### src/rtl/fwd_track_if.sv
// Issue, forwarding and writeback bundle of the operand-forwarding tracker.
// master = issue/pipeline side, slave = fwd_track.
interface fwd_track_if #(
   parameter int DATA_W = 16,
   parameter int REG_AW = 3,
   parameter int NRD    = 2
);
   logic                   flush;
   logic                   iss_valid;
   logic                   iss_wr_en;
   logic [REG_AW-1:0]      iss_wr_num;
   logic                   iss_late;
   logic [DATA_W-1:0]      ex_data;
   logic [DATA_W-1:0]      mem_data;
   logic [NRD*REG_AW-1:0]  rd_num;
   logic [NRD*DATA_W-1:0]  rd_rf_data;
   logic [NRD*DATA_W-1:0]  rd_data;
   logic                   stall;
   logic                   wb_valid;
   logic [REG_AW-1:0]      wb_num;
   logic [DATA_W-1:0]      wb_data;

   modport master (
      output flush, iss_valid, iss_wr_en, iss_wr_num, iss_late,
      output ex_data, mem_data, rd_num, rd_rf_data,
      input  rd_data, stall, wb_valid, wb_num, wb_data
   );

   modport slave (
      input  flush, iss_valid, iss_wr_en, iss_wr_num, iss_late,
      input  ex_data, mem_data, rd_num, rd_rf_data,
      output rd_data, stall, wb_valid, wb_num, wb_data
   );
endinterface

### src/rtl/fwd_track.sv
// Operand-forwarding / load-use hazard tracker over the last DEPTH issued instructions.
// Optional macro KL_FWD_REG0_ZERO_EN: register 0 hardwired to zero.
module fwd_track #(
   parameter int DATA_W     = 16,
   parameter int REG_AW     = 3,
   parameter int DEPTH      = 4,
   parameter int LATE_STAGE = 2,
   parameter int NRD        = 2
) (
   input logic        clk,
   input logic        rst_n,
   fwd_track_if.slave bus
);
   // Handshake: the instruction on iss_* moves into E[1] at a rising edge when
   // iss_valid = 1 and stall = 0; while stall = 1 the issuer holds iss_* unchanged.

   logic [DEPTH:1]    e_valid, e_wr, e_late;
   logic [REG_AW-1:0] e_num  [1:DEPTH];
   logic [DATA_W-1:0] e_data [1:DEPTH];

   logic [DEPTH:1]    p_rdy;
   logic [DATA_W-1:0] p_val  [1:DEPTH];
   logic              stall_any;
   logic [NRD*DATA_W-1:0] rd_data_c;

   // Result visible from each stage: live at the production point, registered after it.
   always_comb begin
      for (int k = 1; k <= DEPTH; k++) begin
         p_rdy[k] = 1'b1;
         p_val[k] = e_data[k];
         if (e_late[k]) begin
            if (k < LATE_STAGE)       p_rdy[k] = 1'b0;
            else if (k == LATE_STAGE) p_val[k] = bus.mem_data;
         end else if (k == 1) begin
            p_val[k] = bus.ex_data;
         end
      end
   end

   always_comb begin : fwd_sel
      logic [REG_AW-1:0] rd_p;
      logic              hit, rdy;
      logic [DATA_W-1:0] val;
      stall_any = 1'b0;
      rd_data_c = '0;
      for (int p = 0; p < NRD; p++) begin
         rd_p = bus.rd_num[p*REG_AW +: REG_AW];
         hit  = 1'b0;
         rdy  = 1'b0;
         val  = '0;
         // Scan oldest to youngest so the youngest match overwrites.
         for (int k = DEPTH; k >= 1; k--) begin
`ifdef KL_FWD_REG0_ZERO_EN
            if (e_valid[k] && e_wr[k] && (e_num[k] == rd_p) && (rd_p != '0)) begin
`else
            if (e_valid[k] && e_wr[k] && (e_num[k] == rd_p)) begin
`endif
               hit = 1'b1;
               rdy = p_rdy[k];
               val = p_val[k];
            end
         end
         rd_data_c[p*DATA_W +: DATA_W] = (hit && rdy) ? val : bus.rd_rf_data[p*DATA_W +: DATA_W];
`ifdef KL_FWD_REG0_ZERO_EN
         if (rd_p == '0) rd_data_c[p*DATA_W +: DATA_W] = '0;
`endif
         if (bus.iss_valid && hit && !rdy) stall_any = 1'b1;
      end
   end

   assign bus.rd_data = rd_data_c;
   assign bus.stall   = stall_any;
`ifdef KL_FWD_REG0_ZERO_EN
   assign bus.wb_valid = e_valid[DEPTH] & e_wr[DEPTH] & (e_num[DEPTH] != '0);
`else
   assign bus.wb_valid = e_valid[DEPTH] & e_wr[DEPTH];
`endif
   assign bus.wb_num  = e_num[DEPTH];
   assign bus.wb_data = p_val[DEPTH];

   always_ff @(posedge clk or negedge rst_n) begin
      if (!rst_n) begin
         for (int k = 1; k <= DEPTH; k++) begin
            e_valid[k] <= 1'b0;
            e_wr[k]    <= 1'b0;
            e_late[k]  <= 1'b0;
            e_num[k]   <= '0;
            e_data[k]  <= '0;
         end
      end else begin
         for (int k = DEPTH; k >= 2; k--) begin
            e_valid[k] <= e_valid[k-1] & ~bus.flush;
            e_wr[k]    <= e_wr[k-1];
            e_late[k]  <= e_late[k-1];
            e_num[k]   <= e_num[k-1];
            e_data[k]  <= p_rdy[k-1] ? p_val[k-1] : e_data[k-1];
         end
         // A stalled issue becomes a bubble; the issuer re-presents it next cycle.
         e_valid[1] <= bus.iss_valid & ~stall_any & ~bus.flush;
         e_wr[1]    <= bus.iss_valid & bus.iss_wr_en & ~stall_any;
         e_late[1]  <= bus.iss_late;
         e_num[1]   <= bus.iss_wr_num;
         e_data[1]  <= '0;
      end
   end
endmodule

### src/flat_wrapper.sv
// flat-port wrapper written by rule: the top's interface ports become plain ports
module fwd_track_flat 
#(
   parameter int DATA_W     = 16,
   parameter int REG_AW     = 3,
   parameter int DEPTH      = 4,
   parameter int LATE_STAGE = 2,
   parameter int NRD        = 2
)
  (clk, rst_n, bus_flush, bus_iss_valid, bus_iss_wr_en, bus_iss_wr_num, bus_iss_late, bus_ex_data, bus_mem_data, bus_rd_num, bus_rd_rf_data, bus_rd_data, bus_stall, bus_wb_valid, bus_wb_num, bus_wb_data);
  fwd_track_if #(.DATA_W(DATA_W), .REG_AW(REG_AW), .NRD(NRD)) bus_i ();
  input logic clk;
  input logic rst_n;
  input wire logic [$bits(bus_i.flush)-1:0] bus_flush;
  input wire logic [$bits(bus_i.iss_valid)-1:0] bus_iss_valid;
  input wire logic [$bits(bus_i.iss_wr_en)-1:0] bus_iss_wr_en;
  input wire logic [$bits(bus_i.iss_wr_num)-1:0] bus_iss_wr_num;
  input wire logic [$bits(bus_i.iss_late)-1:0] bus_iss_late;
  input wire logic [$bits(bus_i.ex_data)-1:0] bus_ex_data;
  input wire logic [$bits(bus_i.mem_data)-1:0] bus_mem_data;
  input wire logic [$bits(bus_i.rd_num)-1:0] bus_rd_num;
  input wire logic [$bits(bus_i.rd_rf_data)-1:0] bus_rd_rf_data;
  output wire logic [$bits(bus_i.rd_data)-1:0] bus_rd_data;
  output wire logic [$bits(bus_i.stall)-1:0] bus_stall;
  output wire logic [$bits(bus_i.wb_valid)-1:0] bus_wb_valid;
  output wire logic [$bits(bus_i.wb_num)-1:0] bus_wb_num;
  output wire logic [$bits(bus_i.wb_data)-1:0] bus_wb_data;
  assign bus_i.flush = bus_flush;
  assign bus_i.iss_valid = bus_iss_valid;
  assign bus_i.iss_wr_en = bus_iss_wr_en;
  assign bus_i.iss_wr_num = bus_iss_wr_num;
  assign bus_i.iss_late = bus_iss_late;
  assign bus_i.ex_data = bus_ex_data;
  assign bus_i.mem_data = bus_mem_data;
  assign bus_i.rd_num = bus_rd_num;
  assign bus_i.rd_rf_data = bus_rd_rf_data;
  assign bus_rd_data = bus_i.rd_data;
  assign bus_stall = bus_i.stall;
  assign bus_wb_valid = bus_i.wb_valid;
  assign bus_wb_num = bus_i.wb_num;
  assign bus_wb_data = bus_i.wb_data;
  fwd_track #(.DATA_W(DATA_W), .REG_AW(REG_AW), .DEPTH(DEPTH), .LATE_STAGE(LATE_STAGE), .NRD(NRD)) u_core (.clk(clk), .rst_n(rst_n), .bus(bus_i));
endmodule
### config.mk
export PLATFORM = sky130hd
export DESIGN_NAME = fwd_track_flat
export DESIGN_NICKNAME = d
export VERILOG_FILES = /design/src/rtl/fwd_track_if.sv /design/src/rtl/fwd_track.sv /design/src/flat_wrapper.sv
export SDC_FILE = /design/constraint.sdc
export NUM_CORES = 1
export LEC_CHECK = 0
export BUFFER_PORTS_ARGS = -buffer_cell sky130_fd_sc_hd__buf_2
export CORE_UTILIZATION = 30
export DETAILED_ROUTE_END_ITERATION = 6
export HOLD_SLACK_MARGIN = 0.02
export PLACE_DENSITY = 0.61
export SLEW_MARGIN = 20
export SYNTH_ARGS = -nofsm -noshare
export SYNTH_HDL_FRONTEND = slang
export SYNTH_SLANG_ARGS = --single-unit
export TNS_END_PERCENT = 30
### constraint.sdc
create_clock -name clk -period 7.3 [get_ports clk]
set_input_delay 1.46 -clock clk [delete_from_list [all_inputs] [get_ports clk]]
set_output_delay 1.46 -clock clk [all_outputs]
set_load 0.1 [all_outputs]
==> flow_metrics.py <==
metrics = {
    "drt": {
        "viasPerCell": 5.076,
        "wl_per_cell_microns": 18.60,
        "vias": 3416,
        "drt-pass1-iter-count": 5,
        "drt_iter0_markers": 252,
        "antenna_left": 0,
        "wl_mm": 12.52,
        "drcViolationCount": 0,
    },
    "floorplanning": {
        "die_area_sq_um": 13380,
        "ioPinCount": 132,
        "core_area_sq_um": 12620,
        "rows": 41,
        "start_util_pct": 30.72,
        "die_h_microns": 115.7,
        "fp.dieW_microns": 115.7,
    },
    "clock_tree": {
        "htree_levels": 3,
        "clock_latency_ns": 0.34,
        "cts.sinks": 70,
        "cts_root_buf": "clkbuf_16",
        "clk_pin_slew_worst_paths_ns": 0.05,
        "cts_buffers": 9,
        "post_cts_buffers": 0,
        "cts_tree": "yes",
        "cts_buffer_depth": 2,
        "hold_buffers": 0,
        "ctsResizeCount": 0,
    },
    "yosys": {
        "avgSynthCellArea_sq_um": 9.888,
        "synth-seq-cells": 70,
        "synth_cell_type_count": 37,
        "synthesis.nets": 471,
        "seq_area_frac_synth_pct": 45.19,
        "syn_inst": 392,
        "netlist_area_sq_um": 3876,
        "synthFlopType": "dfrtp_1",
        "yosysWarnings": 0,
        "synth_edf_count": 0,
        "async_flop_share_pct": 100.0,
    },
    "timing": {
        "tightest_slew_ns": 0.9686,
        "relSlewSlack_pct": 35.43,
        "setup_viol": 0,
        "final.setup.tns_ns": 0,
        "drv_slew": 0,
        "fin_crit_ns": 5.830,
        "holdWs_ns": 0.3709,
        "grt_setup_unrepaired": "no",
        "fmax_ghz": 0.1715,
        "hold_violations": 0,
        "min_period_over_period_pct": 79.86,
        "fin_skew_ns": 0.006074,
    },
    "global_route": {
        "grt_start_max_net_pins": 71,
        "antenna_found_initial": 0,
        "grt_overflow_total": 0,
        "globalRouteTotalUtil_pct": 19.49,
        "grt_pass1_vias": 3228,
        "grt_pass1_wl_mm": 18.70,
    },
    "power": {
        "power.leakage_uw": 0.002395,
        "pwr-share-clk_pct": 42.0,
        "comb_power_share_pct": 21.2,
        "switching_share_pct": 32.41,
        "p_total_uw": 1174,
        "total_switching_power_uw": 380.6,
        "internal_power_uw": 793.8,
        "pwr-share-seq_pct": 36.7,
        "irDropWorstVdd_v": 0.0001602,
        "power_density_nw_per_um2": 241.8,
    },
    "setup_path": {
        "ff2ff_setup_slack_ns": 5.13,
        "path_buf_inv": 2,
        "timing.rr.start": "u_core.e_num[11]",
        "required_ns": 5.84,
        "crit_fanout": 19,
        "worstPathCellList": "buf_2 > xor2_1 > or4_1 > nand4b_4 > o21ai_2 > a32o_1 > buf_2",
        "cp.arrival_ns": 4.37,
        "cp_top_family": "simple AND/OR/NAND/NOR gates",
        "crit_top_cell": "buf_2",
        "critPathKind": "input port to primary output",
        "cp_slowest_cell": "or4_1",
        "reg2regPathDepth": 4,
        "end_kind": "primary output",
        "max_stage_delay_ns": 0.70,
        "r2r_end": "u_core.e_wr[1]",
        "startpoint_type": "input port",
    },
    "cells_and_area": {
        "final_cell_mix": "buf_2 (130), dfrtp_1 (70), nand2_1 (51)",
        "diodes": 0,
        "final_nets": 575,
        "area_growth_pct": 25.31,
        "drive_gt1_share_pct": 36.73,
        "post_layout_nonfiller_instances": 673,
        "layout_commonest_cell": "buf_2",
    },
    "min_path": {
        "hold_depth": 0,
        "min_from": "u_core.e_wr[2]",
        "hp-class": "flop to flop",
        "min_to": "u_core.e_wr[3]",
    },
    "placed_design": {
        "dp_hpwl_mm": 8.437,
        "port_buffers": 131,
        "place_inst": 657,
        "gp_congestion": 0.8515,
    },
    "status": {
        "status": "finished clean",
    },
    "flow_run": {
        "cap_violations": 0,
    },
}
layer usage:
metal / global-route usage, % / vias up / part of all wire (%) / routed length, microns
met5: 0 / - / 0 / 0
met4: 6.068 / 0 / 0.93 / 117
met3: 4.655 / 12 / 7.6 / 957
met2: 31.06 / 165 / 47 / 5938
met1: 26.20 / 1660 / 44 / 5501
li1: - / 1579 / - / -
final cells by class:
class / count / area, sq um
Clock inverter: 3 / 65.06
Clock buffer: 13 / 270.3
Fill cell: 1292 / 7762
Inverter: 34 / 127.6
Timing Repair Buffer: 137 / 706.9
Sequential cell: 70 / 1752
Tap cell: 172 / 215.2
Multi-Input combinational cell: 244 / 1720
logic make-up after synthesis:
logic type,share of synthesized area (%)
AND/OR/NAND/NOR,13.98
AO/OA/AOI/OAI,19.92
multiplexers,4.648
flip-flops,45.19
XOR/XNOR,5.617
buffers and inverters,10.65
power groups by stage:
stage               Clock (uW)  Sequential [uW]  Combinational (uW)
detailed placement           0              438                 250
CTS                        501              432                 251
finish                     494              431                 249
floorplan                    0              431                 202
global route               520              435                 261
global placement             0              436                 247
flip-flops by register name, summed over array words and instances, names as in the netlist:
| signal | flops |
|---|---|
| u_core.e_valid | 4 |
| u_core.bus.wb_num | 3 |
| u_core.e_late | 2 |
| u_core.e_data | 32 |
| u_core.bus.wb_data | 16 |
| u_core.e_num | 9 |
| u_core.e_wr | 4 |
how the worst max path moves through the flow:
| stage | from | end | slack [ns] | cells past startpoint |
|---|---|---|---|---|
| after floorplan | bus_rd_num[5] | bus_stall | 1.96 | 6 |
| after global placement | bus_rd_num[5] | bus_rd_data[30] | 1.56 | 6 |
| after detailed placement | bus_rd_num[3] | bus_rd_data[24] | 1.49 | 7 |
| after CTS | bus_rd_num[3] | bus_rd_data[24] | 1.50 | 7 |
| after global routing | bus_rd_num[3] | bus_rd_data[26] | 1.33 | 7 |
| final | bus_rd_num[3] | bus_rd_data[24] | 1.47 | 7 |
through the flow:
stage / utilization, % / setup slack (ns) / cell area (sq um)
floorplan: - / 1.956 / 3876
global placement: 35.74 / 1.561 / 4511
detailed placement: 35.83 / 1.494 / 4522
CTS: 38.49 / 1.496 / 4857
global route: 38.49 / 1.327 / 4857
finish: 38.49 / 1.470 / 4857
cell usage after synthesis (16+ instances only):
cell     count  area (sq um)
dfrtp_1     70          1752
nand2_1     51         191.4
inv_1       33         123.9
o21ai_0     32         160.2
buf_4       21         157.7
nor2_1      18         67.56
a211o_1     16         140.1
a31oi_1     16         100.1
a32o_1      16         160.2
mux2_2      16         180.2
nand3_1     16         80.08
No activity file was read; power rests on OpenSTA's default activity.
